[src/rtl/rx_buffer_controller_pkg.sv]
// Shared types and constants for the UART-style receive buffer controller.
// The RX_TIMEOUT_EN macro enables the character-timeout counter in the top level.
package rx_buffer_controller_pkg;

  typedef enum logic [1:0] {
    EMPTY   = 2'd0,
    PARTIAL = 2'd1,
    FULL    = 2'd2
  } rx_state_t;

  localparam logic [15:0] RBR_ADDR_DEF = 16'h0000;
  localparam logic [15:0] LSR_ADDR_DEF = 16'h0005;

  localparam int LSR_DR = 0;
  localparam int LSR_OE = 1;
  localparam int LSR_FE = 3;
  localparam int LSR_TO = 5;

  function automatic logic [7:0] lsr_pack(input logic dr, input logic oe,
                                          input logic fe, input logic to);
    logic [7:0] s;
    s         = 8'h00;
    s[LSR_DR] = dr;
    s[LSR_OE] = oe;
    s[LSR_FE] = fe;
    s[LSR_TO] = to;
    return s;
  endfunction

endpackage

[src/rtl/rx_buffer_mem.sv]
// Receive byte storage: DEPTH x 8 registers, synchronous write, combinational read.
// Contents are intentionally not reset; the pointers alone define validity.
module rx_buffer_mem #(
  parameter int DEPTH = 4,
  parameter int AW    = $clog2(DEPTH)
) (
  input  logic          clk,
  input  logic          we,
  input  logic [AW-1:0] waddr,
  input  logic [7:0]    wdata,
  input  logic [AW-1:0] raddr,
  output logic [7:0]    rdata
);

  logic [7:0] mem [DEPTH];

  always_ff @(posedge clk) begin
    if (we) mem[waddr] <= wdata;
  end

  assign rdata = mem[raddr];

endmodule

[src/rtl/rx_buffer_controller.sv]
// Receive FIFO controller with RBR/LSR bus reads and sticky overrun/framing flags.
// Define RX_TIMEOUT_EN to build the character-timeout counter; otherwise timeout is 0.
module rx_buffer_controller
  import rx_buffer_controller_pkg::*;
#(
  parameter int          DEPTH       = 4,
  parameter logic [15:0] RBR_ADDR    = RBR_ADDR_DEF,
  parameter logic [15:0] LSR_ADDR    = LSR_ADDR_DEF,
  parameter logic [15:0] TIMEOUT_CYC = 16'd1024
) (
  input  logic                     m_clk,
  input  logic                     reset,
  input  logic                     rx_valid,
  input  logic [7:0]               rx_data,
  input  logic                     rx_frame_err,
  input  logic                     rd_en,
  input  logic [15:0]              address,
  output logic [7:0]               data_out_reg,
  output logic                     data_ready,
  output logic                     overrun,
  output logic                     frame_err,
  output logic                     timeout,
  output logic [$clog2(DEPTH):0]   level
);

  localparam int PW = $clog2(DEPTH);
  localparam int LW = PW + 1;
  localparam logic [LW-1:0] FULL_LVL = LW'(DEPTH);

  rx_state_t     state, state_nxt;
  logic [PW-1:0] wr_ptr, rd_ptr;
  logic [LW-1:0] level_nxt;
  logic [7:0]    head, dout_nxt;
  logic          rbr_rd, lsr_rd, push, pop, ovr_set, fe_set;

  assign rbr_rd = rd_en && (address == RBR_ADDR);
  assign lsr_rd = rd_en && (address == LSR_ADDR) && !rbr_rd;
  assign pop    = rbr_rd && (state != EMPTY);
  // A simultaneous pop frees the slot, so a write while FULL still lands.
  assign push    = rx_valid && ((state != FULL) || pop);
  assign ovr_set = rx_valid && !push;
  assign fe_set  = rx_valid && rx_frame_err;

  assign data_ready = (level != '0);

  rx_buffer_mem #(.DEPTH(DEPTH)) u_mem (
    .clk   (m_clk),
    .we    (push && reset),
    .waddr (wr_ptr),
    .wdata (rx_data),
    .raddr (rd_ptr),
    .rdata (head)
  );

  always_comb begin
    level_nxt = level;
    state_nxt = state;
    dout_nxt  = data_out_reg;
    case ({push, pop})
      2'b10:   level_nxt = level + 1'b1;
      2'b01:   level_nxt = level - 1'b1;
      default: level_nxt = level;
    endcase
    if (level_nxt == '0)            state_nxt = EMPTY;
    else if (level_nxt == FULL_LVL) state_nxt = FULL;
    else                            state_nxt = PARTIAL;
    if (rbr_rd)      dout_nxt = pop ? head : 8'h00;
    else if (lsr_rd) dout_nxt = lsr_pack(data_ready, overrun, frame_err, timeout);
  end

  always_ff @(posedge m_clk) begin
    if (!reset) begin
      state        <= EMPTY;
      level        <= '0;
      wr_ptr       <= '0;
      rd_ptr       <= '0;
      data_out_reg <= 8'h00;
      overrun      <= 1'b0;
      frame_err    <= 1'b0;
    end else begin
      state        <= state_nxt;
      level        <= level_nxt;
      data_out_reg <= dout_nxt;
      if (push) wr_ptr <= wr_ptr + 1'b1;
      if (pop)  rd_ptr <= rd_ptr + 1'b1;
      // Set events win over an LSR clear in the same cycle.
      overrun   <= ovr_set || (overrun && !lsr_rd);
      frame_err <= fe_set || (frame_err && !lsr_rd);
    end
  end

`ifdef RX_TIMEOUT_EN
  logic [15:0] to_cnt, to_cnt_nxt;
  logic        to_nxt;

  always_comb begin
    to_cnt_nxt = to_cnt;
    to_nxt     = timeout;
    if (rx_valid || rbr_rd || state == EMPTY) to_cnt_nxt = '0;
    else if (to_cnt != TIMEOUT_CYC)           to_cnt_nxt = to_cnt + 16'd1;
    if (rbr_rd || level_nxt == '0)      to_nxt = 1'b0;
    else if (to_cnt_nxt == TIMEOUT_CYC) to_nxt = 1'b1;
  end

  always_ff @(posedge m_clk) begin
    if (!reset) begin
      to_cnt  <= '0;
      timeout <= 1'b0;
    end else begin
      to_cnt  <= to_cnt_nxt;
      timeout <= to_nxt;
    end
  end
`else
  // Constant 0; TIMEOUT_CYC is referenced so both builds share one parameter list.
  assign timeout = (TIMEOUT_CYC == 16'd0) && 1'b0;
`endif

endmodule

[config.mk]
export PLATFORM = sky130hd
export DESIGN_NAME = rx_buffer_controller
export DESIGN_NICKNAME = d
export VERILOG_FILES = /design/src/rtl/rx_buffer_controller_pkg.sv /design/src/rtl/rx_buffer_mem.sv /design/src/rtl/rx_buffer_controller.sv
export SDC_FILE = /design/constraint.sdc
export NUM_CORES = 1
export LEC_CHECK = 0
export BUFFER_PORTS_ARGS = -buffer_cell sky130_fd_sc_hd__buf_4
export CAP_MARGIN = 15
export CORE_UTILIZATION = 58
export CTS_CLUSTER_SIZE = 20
export DETAILED_ROUTE_END_ITERATION = 12
export MAX_ROUTING_LAYER = met4
export PLACE_DENSITY = 0.93
export SKIP_LAST_GASP = 1
export SLEW_MARGIN = 20
export SYNTH_ARGS = -nofsm -noshare
export SYNTH_HDL_FRONTEND = slang
export SYNTH_SLANG_ARGS = --single-unit
export TNS_END_PERCENT = 100
[constraint.sdc]
create_clock -name m_clk -period 6.4 [get_ports m_clk]
set_input_delay 1.28 -clock m_clk [delete_from_list [all_inputs] [get_ports m_clk]]
set_output_delay 1.28 -clock m_clk [all_outputs]
set_load 0.1 [all_outputs]
==> flow_summary.ini <==
[layout]
num_antenna_cells = 0
largest_reg_flops = 32
post-route-cell-area_sq_um = 2760
synthToLayoutAreaGrowth_pct = 18.5
finalNonFillerCells = 262
final_nets = 247
final_core_util_pct = 73.6
drive_above_1_share_pct = 32.2

[drt]
drt-vias-per-instance = 5.82
drtAntennaViolNets = 0
drt_wl_total_um = 4130
drtPass1Iterations = 4
routed-via-count = 1526
detail_route.iter0.violations = 91
remaining_drc_errors = 0
post_drt_wl_per_cell_um = 15.8

[place]
placedInstanceArea_sq_um = 2670
cell_count_after_placement = 254
detailed_place_hpwl_um = 3040
io_buffers = 42
globalplace.congestion = 0.949

[critical_path]
path_max_fanout = 9
worstReg2RegStart = state[0]$_SDFF_PP0_
worstSetupEndpointType = flip-flop
worst-endpoint-arrival_ns = 3.82
timing.rr.end = state[1]$_SDFF_PP0_
worst_path_most_repeated_cell = nand2_1
critical_path_buf_inv_count = 1
reg2reg_depth = 10
worst_path_max_delay_cell = fa_1
critPathTopFamily = simple AND/OR/NAND/NOR gates
critical-path-max-stage-delay_ns = 0.49
critPathKind = primary input to flip-flop
critical_path_cell_sequence = buf_4, nor3b_1, nand4_2, nor3_4, nand2_1, fa_1, nand2_1, nor3_1, a21oi_1, o21ai_0, a311oi_1, and3b_1
crit_required_ns = 6.61
critical_path.startpoint_type = primary input
ff2ff_setup_slack_ns = 3.86

[global_route]
first_global_vias = 1490
global_route.usage.total_pct = 22.0
antenna_found_initial = 0
maximum_number_of_pins_on_one_net_before_global_route_repair = 26
wire_length_of_the_first_global_routing_pass_um = 6720
total_gr_overflow = 0

[clock_tree]
clock_path_buffers = 2
cts.reportedPaths.clkPinSlew_ns = 0.09
cts_max_level = 2
clock_sinks = 53
tritoncts = done
cts.repair_timing.setup_buffer_count = 0
worst_skew_pair.late_latency_ns = 0.30
cts_repair_resize_count = 0
tritoncts.num_buffers = 5
clock_tree.root_cell = clkbuf_8
postCtsHoldBufs = 0

[hold_path]
holdCritStartpoint = wr_ptr[1]$_SDFFE_PN0P_
whs_endpoint = wr_ptr[1]$_SDFFE_PN0P_
hold_class = flip-flop to flip-flop
whs_path_depth = 2

[power_and_ir_drop]
post-layout-total-power_w = 0.000650
power_per_cell_area_nw_per_um2 = 236
power.leakage_nw = 1.01
vdd_ir_drop_max_mv = 0.222

[synthesis]
synth_top_area_share_pct = 41.3
most_instantiated_library_cell_after_synthesis = edfxtp_1
synth_cells = 172
mappedNetlistArea_sq_um = 2330
primary_ff_master_synth = edfxtp_1
ys_top_cells_by_count = edfxtp_1 (32), dfxtp_1 (21), nand2_1 (11), o21ai_0 (11), nor2b_1 (9)
number_of_enable_type_register_cells_in_the_synthesized_netlist = 32
synth.net_count = 206
post_synth.cell_area_avg_sq_um = 13.5
share_of_synthesized_registers_carrying_an_async_set_or_reset_pct = 0
yosysTopAreaCell = edfxtp_1
netlist_top_cells_area = edfxtp_1 (41%), dfxtp_1 (18%), mux4_2 (7.7%)
yosysSeqAreaShare_pct = 59.4
post_synth_num_cell_types = 45
synth.ff_latch_count = 53
synth.yosys.warnings = 0

[sta]
finalSetupViolCount = 0
report.final.hold_viol_count = 0
worstMarginPinSlew_ns = 0.555
tns_ns = 0
finalCritPeriodShare_pct = 56.4
fmax_mhz = 277
maxSlewViolCount = 0
layout_min_cycle_time_ns = 3.61
unrepaired_setup_endpoints_after_global_routing = no
skew_ns = 0.00403
worst_slew_margin_rel_pct = 62.6

[die]
number_of_i_o_pins = 44
die-height_um = 65.3
row_count = 22
initial_utilization_pct = 62.1
die_area_sq_um = 4270
fp.dieW_um = 65.3
placeableCoreArea_sq_um = 3740

[outcome]
outcome = finished clean

[flow_run]
drv_cap = 0
==> logic make-up (layout without fill, tap and decap cells) <==
kind of cell	count (synthesis)	in the layout	synth area share, %
fa+ha+maj	5	5	3.01
compound gates	32	32	9.36
mux	8	8	7.75
flops	53	53	59.4
buf+inv	13	55	2.31
simple gates	54	54	15.8
xor+xnor	6	6	2.26
other cells	1	1	0.161
==> per-stage QoR <==
stage / setup slack [ns] / hold slack, ns
6_report: 2.79 / 0.503
4_1_cts: 2.84 / 0.506
2_1_floorplan: 2.80 / 0.469
5_1_grt: 2.56 / 0.537
3_5_place_dp: 2.50 / 0.491
3_3_place_gp: 2.58 / 0.491
==> report_power, final <==
group | switching (W) | leakage, nW | internal (W)
logic | 0.0000560 | 0.511 | 0.0000311
clock network | 0.000107 | 0.0422 | 0.0000771
registers | 0.00000675 | 0.461 | 0.000371
total | 0.000170 | 1.01 | 0.000479
==> routing by layer <==
layer	part of all wire [%]	vias up	GRT usage (%)
met1	42	734	25.8
met5	0	-	-
met3	6.0	10	4.51
li1	-	718	-
met2	51	64	36.3
met4	1.9	0	10.3
==> worst max path at each step <==
| stage | endpoint | from | slack, ns | depth (start not counted) |
|---|---|---|---|---|
| floorplan | state[0]$_SDFF_PP0_ | address[6] | 2.80 | 11 |
| global placement | state[1]$_SDFF_PP0_ | address[14] | 2.58 | 12 |
| detailed placement | state[1]$_SDFF_PP0_ | address[14] | 2.50 | 12 |
| CTS | state[1]$_SDFF_PP0_ | address[14] | 2.84 | 12 |
| global route | state[1]$_SDFF_PP0_ | address[14] | 2.56 | 12 |
| finish | state[1]$_SDFF_PP0_ | address[14] | 2.79 | 12 |
==> worst register-to-register path, stage by stage (launching register included) <==
cell	delay, ns
dfxtp_1	0.49
nor2_1	0.15
nor3_4	0.34
nand2_1	0.13
fa_1	0.49
nand2_1	0.12
nor3_1	0.05
a21oi_1	0.12
o21ai_0	0.10
a311oi_1	0.25
and3b_1	0.21
==> cell usage in the layout (no fill, tap or decap), drive strengths merged, types with 5 or more instances in the layout <==
master and n:
a21oi 7, a22oi 7, and2 8, buf 42
clkbuf 5, dfxtp 21, edfxtp 32, inv 6
mux4 8, nand2 12, nor2 5, nor2b 9
o21ai 11
==> layout make-up <==
cell class,count,area (sq um)
Inverter,5,18.8
Tap cell,48,60.1
Timing Repair Buffer,42,315
Sequential cell,53,1380
Multi-Input combinational cell,106,891
Clock buffer,5,68.8
Clock inverter,3,20.0
Fill cell,257,988
Note: power is estimated with default switching activity, not from simulation.
